$ cat config.mk
export PLATFORM = sky130hd
export DESIGN_NAME = pe_bus_feeder
export DESIGN_NICKNAME = d
export VERILOG_FILES = /design/src/rtl/pe_bus_feeder.sv
export SDC_FILE = /design/constraint.sdc
export NUM_CORES = 1
export LEC_CHECK = 0
export CAP_MARGIN = 40
export CORE_MARGIN = 10
export CORE_UTILIZATION = 53
export DETAILED_ROUTE_END_ITERATION = 16
export PLACE_DENSITY = 0.78
export SLEW_MARGIN = 25
export SYNTH_ARGS = -nofsm -noshare
export SYNTH_HDL_FRONTEND = slang
export SYNTH_SLANG_ARGS = --single-unit
$ cat constraint.sdc
create_clock -name clk -period 3.55 [get_ports clk]
set_input_delay 0.71 -clock clk [delete_from_list [all_inputs] [get_ports clk]]
set_output_delay 0.71 -clock clk [all_outputs]
set_load 0.01 [all_outputs]
$ cat src/rtl/pe_bus_feeder.sv
// pe_bus_feeder: multi-channel ramp stream generator driving PE load ports
module pe_bus_feeder #(
  parameter int DATA_WIDTH = 16,
  parameter int NUM_CH     = 3,
  parameter int CNT_WIDTH  = 8
) (
  input  logic                         clk,
  input  logic                         rst_n,
  input  logic [NUM_CH-1:0]            start,
  input  logic [NUM_CH*DATA_WIDTH-1:0] cfg_start_val,
  input  logic [NUM_CH*CNT_WIDTH-1:0]  cfg_len,
  input  logic [NUM_CH*CNT_WIDTH-1:0]  cfg_burst,
  input  logic [NUM_CH*CNT_WIDTH-1:0]  cfg_gap,
  input  logic [NUM_CH-1:0]            pe_full,
  output logic [NUM_CH-1:0]            start_pulse,
  output logic [NUM_CH*DATA_WIDTH-1:0] data_out,
  output logic [NUM_CH-1:0]            data_en,
  output logic [NUM_CH-1:0]            busy,
  output logic [NUM_CH-1:0]            done,
  output logic                         all_idle
);
  typedef enum logic [2:0] {IDLE, START, XFER, GAP, DONE} state_t;
  for (genvar i = 0; i < NUM_CH; i++) begin : g_ch
    state_t                state;
    logic [DATA_WIDTH-1:0] data;
    logic [CNT_WIDTH-1:0]  rem, bcnt, gcnt, burst, gap;
    logic [CNT_WIDTH-1:0]  bnext;
    logic                  burst_end;
    assign bnext     = bcnt + CNT_WIDTH'(1);
    assign burst_end = (burst != '0) && (bnext == burst);
    // per-channel sequencer: capture config, pulse start, stream words with optional burst gaps
    always_ff @(posedge clk or negedge rst_n) begin
      if (!rst_n) begin
        state <= IDLE;
        data  <= '0;
        rem   <= '0;
        bcnt  <= '0;
        gcnt  <= '0;
        burst <= '0;
        gap   <= '0;
      end else begin
        case (state)
          IDLE: if (start[i]) begin
            data  <= cfg_start_val[i*DATA_WIDTH +: DATA_WIDTH];
            rem   <= cfg_len[i*CNT_WIDTH +: CNT_WIDTH];
            burst <= cfg_burst[i*CNT_WIDTH +: CNT_WIDTH];
            gap   <= cfg_gap[i*CNT_WIDTH +: CNT_WIDTH];
            bcnt  <= '0;
            state <= START;
          end
          START: state <= (rem == '0) ? DONE : XFER;
          XFER: if (!pe_full[i]) begin
            data <= data + DATA_WIDTH'(1);
            rem  <= rem - CNT_WIDTH'(1);
            bcnt <= burst_end ? '0 : bnext;
            if (rem == CNT_WIDTH'(1)) state <= DONE;
            else if (burst_end && gap != '0) begin
              state <= GAP;
              gcnt  <= gap;
            end
          end
          GAP: begin
            gcnt <= gcnt - CNT_WIDTH'(1);
            if (gcnt == CNT_WIDTH'(1)) state <= XFER;
          end
          default: state <= IDLE;
        endcase
      end
    end
    assign start_pulse[i]                         = state == START;
    assign data_en[i]                             = (state == XFER) && !pe_full[i];
    assign busy[i]                                = state != IDLE;
    assign done[i]                                = state == DONE;
    assign data_out[i*DATA_WIDTH +: DATA_WIDTH]   = data;
  end
  assign all_idle = ~|busy;
endmodule

== Yosys cells after proc, flatten, opt, wreduce, memory -nomap -nowiden ==
Index checks and enable logic that the tools add are counted.
Cells by class
  muxes and demuxes: 63
  reduce and logical (&&, ||, !) cells: 47
  eq/ne operators: 39
  add/sub/neg operators: 12
Operators by type and width (number)
  2-to-1 mux 8 bit: 24
  case mux 8 bit (2 select lines): 9
  2-to-1 mux 16 bit: 6
  case mux 16 bit (2 select lines): 3
  2-to-1 mux 3 bit: 18
  adder 16 x 1 -> 16 bit, second input constant: 3
  equality test 8 x 1 -> 1 bit, second input constant: 6
  nonzero test 8 bit: 6
  subtractor 8 x 1 -> 8 bit, second input constant: 6
  case mux 3 bit (4 select lines): 3
  != test 2 bit, second input constant: 15
  adder 8 x 1 -> 8 bit, second input constant: 3
  equality test 8 bit: 3
  zero test 8 bit: 3
  AND reduction 4 bit: 6
  equality test 3 x 2 -> 1 bit, second input constant: 6
  nonzero test 2 bit: 6
  equality test 3 x 1 -> 1 bit, second input constant: 3
  equality test 3 bit, second input constant: 3
  logical AND 1 bit: 9
  zero test 3 bit: 3
  != test 3 bit, second input constant: 3
  AND reduction 3 bit: 3
  nonzero test 3 bit: 3
  3 further kinds: 8
Storage, ports and cells
  logic and storage cells: 182
  bits in registers: 177
  output and inout bits: 61

== Longest topological paths before layout ==
  depth after elaboration: 8
  depth in mapped cells: 10
  depth with buffers taken out: 8

== Least setup slack after synthesis ==
Ideal clock, no wire load.
  path type: register to register
  from: register g_ch[1].bcnt[0]
  to: register g_ch[1].gcnt[0]
  clock period less this slack: 2804 ps
  stages on the path, launching flop included: 9
  setup time: 126 ps
  setup slack: 746 ps
  arrival time: 2678 ps
  path through: dfrtp_1 -> ha_1 -> nor2b_1 -> or4b_1 -> nand3b_1 -> or4b_1 -> or3_1 -> and3_1 -> a311o_1
On the way
  word-level cells in the longest chain between the ends: 6
Ends and longest elaborated chain
  start: declaration: RTL line 26  | logic [CNT_WIDTH-1:0] rem, bcnt, gcnt, burst, gap;
  start signal: assignment: RTL line 55  | bcnt <= burst_end ? '0 : bnext;
  adder 8 x 1 -> 8 bit: RTL line 29  | assign bnext = bcnt + CNT_WIDTH'(1);
  equality test 8 bit: RTL line 30  | assign burst_end = (burst != '0) && (bnext == burst);
  logical AND 1 bit: RTL line 30
  logical AND 1 bit: RTL line 57  | else if (burst_end && gap != '0) begin
  != test 2 bit (no line)
  AND reduction 4 bit (no line)
  end signal: assignment: RTL line 59  | gcnt <= gap;
  end signal: assignment: RTL line 63  | gcnt <= gcnt - CNT_WIDTH'(1);
  end: declaration: RTL line 26
Every way passes these cells.
A chain may end at the register's enable or synchronous reset.

== Worst setup path in the final report ==
  from: input pe_full[1]
  to: output data_en[1]
On the way
  word-level cells in the longest chain between the ends: 2
Ends and longest elaborated chain
  start: declaration: RTL line 14  | input logic [NUM_CH-1:0] pe_full,
  zero test 1 bit: RTL line 71  | assign data_en[i] = (state == XFER) && !pe_full[i];
  logical AND 1 bit: RTL line 71
  end: declaration: RTL line 17  | output logic [NUM_CH-1:0] data_en,
Every way passes these cells.

==> flow_summary.ini <==
[synth]
synth_fp_nets = 1330
yosysMostFrequentCell = dfrtp_1
yosysTopAreaCellShare = 0.442
synthTopCellsByArea = dfrtp_1 44%, a21oi_1 6.4%, nand2_1 5.9%
ys_seq_area_frac = 0.442
syn-cell-area_um2 = 10000
ys_ff_latch = 177
synth_cells = 1184
syn_area_per_cell_um2 = 8.46
yosys.area.top_type = dfrtp_1
synthFlopType = dfrtp_1
synth_common_cells = 177 x dfrtp_1, 158 x nand2_1, 129 x a21oi_1, 101 x nor2_1, 97 x o21ai_0
synthDistinctLibCells = 68
ys_warn_count = 0
synthArstFlopShare = 1.00
synth-edff-count = 0

[worst_setup_path]
r2r-start = g_ch[1].bcnt[0]
timing.rr.end = g_ch[1].gcnt[7]
cp-start-kind = input pin
reg2reg_depth = 8
path_class = in2out
critPathMaxFanout = 6
required_ns = 2.84
endpoint_kind = output pin
reg2reg_slack_ns = 0.42
critPathArrivalTime_ns = 2.42

[sta]
tightest_slew_ns = 0.767
finalSetupViolCount = 0
tns_ns = 0
rsz0062_at_grt = false
period_minus_slack_ns = 3.13
hold_violations = 0
fmax_ghz = 0.319
fin_worst_skew_ns = 0.00821
slew_headroom = 0.487
report.final.slew_viol_count = 0
finalCritPeriodShare = 0.883

[clocking]
cts_sinks = 177
clockBufferDepth = 2
ctsHoldBuffers = 0
htree_num_levels = 4
postCtsSetupRepairBufs = 0
worstSkewPairLatency_ns = 0.43
path_clk_slew_ns = 0.07
cts_resized = 0
tritoncts = done
cts.root.buffer_cell = clkbuf_16
cts_made_buffers = 17

[global_routing]
grt_remaining_overflow = 0
grt_use_total = 0.213
antenna_found_initial = 1
grt_pass1_vias = 9034
grt_max_degree = 73
grt_pass1_wl_um = 43900

[floorplanning]
die_w_um = 158
core.rowCount = 50
dieHeight_um = 158
die-area_um2 = 24800
ios = 189
coreArea_um2 = 18600
start_util = 0.538

[pwr]
power_density_nw_per_um2 = 672
leakage_nw = 5.46
peakVddDrop_mv = 0.440

[place]
place_congestion = 0.855
placed_area_um2 = 12100
hpwl_um = 19200
port_buffers = 188

[drt]
vias = 9393
viasPerCell = 5.88
wl_per_cell_um = 16.7
routed_wl_um = 26600
route.detailed.drc = 0
detail-route-antenna-nets = 0
drt_iter0_drc = 608
dr.pass1.iters = 5

[layout]
fin_nets = 1496
drive_gt1_frac = 0.0682
syn2layout_area_growth_pct = 27.5
final_area_um2 = 12800

[run_status]
status = finished, final reports clean

[worst_hold_path]
hp-class = in2async

[flow_run]
max-cap-violations = 0
[power breakdown]
part | total (mW) | switching (mW) | internal, mW | leakage [nW]
clock | 2.09 | 0.820 | 1.27 | 0.306
sequential | 3.32 | 0.700 | 2.62 | 2.20
combinational | 3.18 | 1.68 | 1.50 | 2.95
[how the worst max path moves through the flow]
| stage | start | to | slack (ns) | cells past startpoint |
|---|---|---|---|---|
| 2_1_floorplan | g_ch[1].bcnt[0] | g_ch[1].gcnt[0] | 0.75 | 8 |
| 3_3_place_gp | pe_full[1] | data_en[1] | 0.44 | 4 |
| 3_5_place_dp | pe_full[1] | data_en[1] | 0.43 | 4 |
| 4_1_cts | pe_full[1] | data_en[1] | 0.42 | 4 |
| 5_1_grt | g_ch[1].state[0] | start_pulse[1] | 0.23 | 3 |
| 6_report | pe_full[1] | data_en[1] | 0.42 | 4 |
[registers in the layout, indices dropped and copies added (netlist names)]
name	count
g_ch.rem	24
g_ch.gap	24
g_ch.burst	24
g_ch.state	9
g_ch.bcnt	24
g_ch.data	48
g_ch.gcnt	24
[per-stage QoR]
stage | worst slack (ns) | total power [mW] | std cells | utilization | hold WS (ns)
after floorplan | 0.746 | 5.33 | 1184 | - | 0.414
after CTS | 0.417 | 8.62 | 1597 | 0.685 | 0.331
after detailed placement | 0.428 | 6.51 | 1565 | 0.650 | 0.484
after global placement | 0.444 | 6.38 | 1565 | 0.650 | 0.476
final | 0.415 | 8.59 | 1598 | 0.686 | 0.287
after global routing | 0.225 | 9.22 | 1597 | 0.685 | 0.349
[kinds of logic (layout without fill, tap and decap cells)]
kind of cell	Yosys count	after routing	synth area share
mux	39	39	0.0429
fa+ha+maj	18	18	0.0225
buf+inv	98	277	0.0371
xor+xnor	28	28	0.0245
other cells	0	1	0
compound gates	345	345	0.204
flops	177	177	0.442
simple gates	479	479	0.227
[final cells by class]
| type | instances | area (µm²) |
|---|---|---|
| fill | 1518 | 5860 |
| multi-input combinational | 909 | 5220 |
| sequential | 177 | 4430 |
| timing repair buffer | 207 | 2040 |
| clock buffer | 19 | 443 |
| tap | 234 | 293 |
| clock inverter | 13 | 208 |
| inverter | 38 | 143 |
| antenna | 1 | 2.50 |
[metal layers]
layer | track usage | vias to the layer above | wire length [µm]
met1 | 0.278 | 4448 | 11700
li1 | - | 4626 | -
met4 | 0.0467 | 0 | 265
met3 | 0.0568 | 22 | 1920
met2 | 0.347 | 297 | 12800
met5 | 0 | - | 0
[cells in the final DEF, fill, tap and decap left out, drive strengths merged, types with 4 or more instances in the layout]
master / n
nor4: 24
mux2: 32
or3: 12
a21oi: 129
clkdlybuf4s50: 187
nor2b: 7
xnor2: 14
buf: 20
nand3: 62
clkbuf: 19
o31ai: 5
nand4: 15
clkinvlp: 4
o22a: 4
mux2i: 7
a211oi: 6
and3: 17
dfrtp: 177
nor3: 37
a32oi: 5
nand3b: 8
o21ai: 98
nor2: 101
or2: 6
inv: 39
xor2: 14
and2: 5
ha: 18
a22oi: 7
nor3b: 9
o22ai: 23
bufinv: 5
a31oi: 17
a21o: 10
o21a: 4
nand2: 158
nand2b: 7
[worst max-delay path, stage by stage]
cell and delay [ns]:
clkdlybuf4s50_1 0.47, or3_1 0.48, inv_1 0.18, clkdlybuf4s50_1 0.59
No activity file was read; power rests on OpenSTA's default activity.
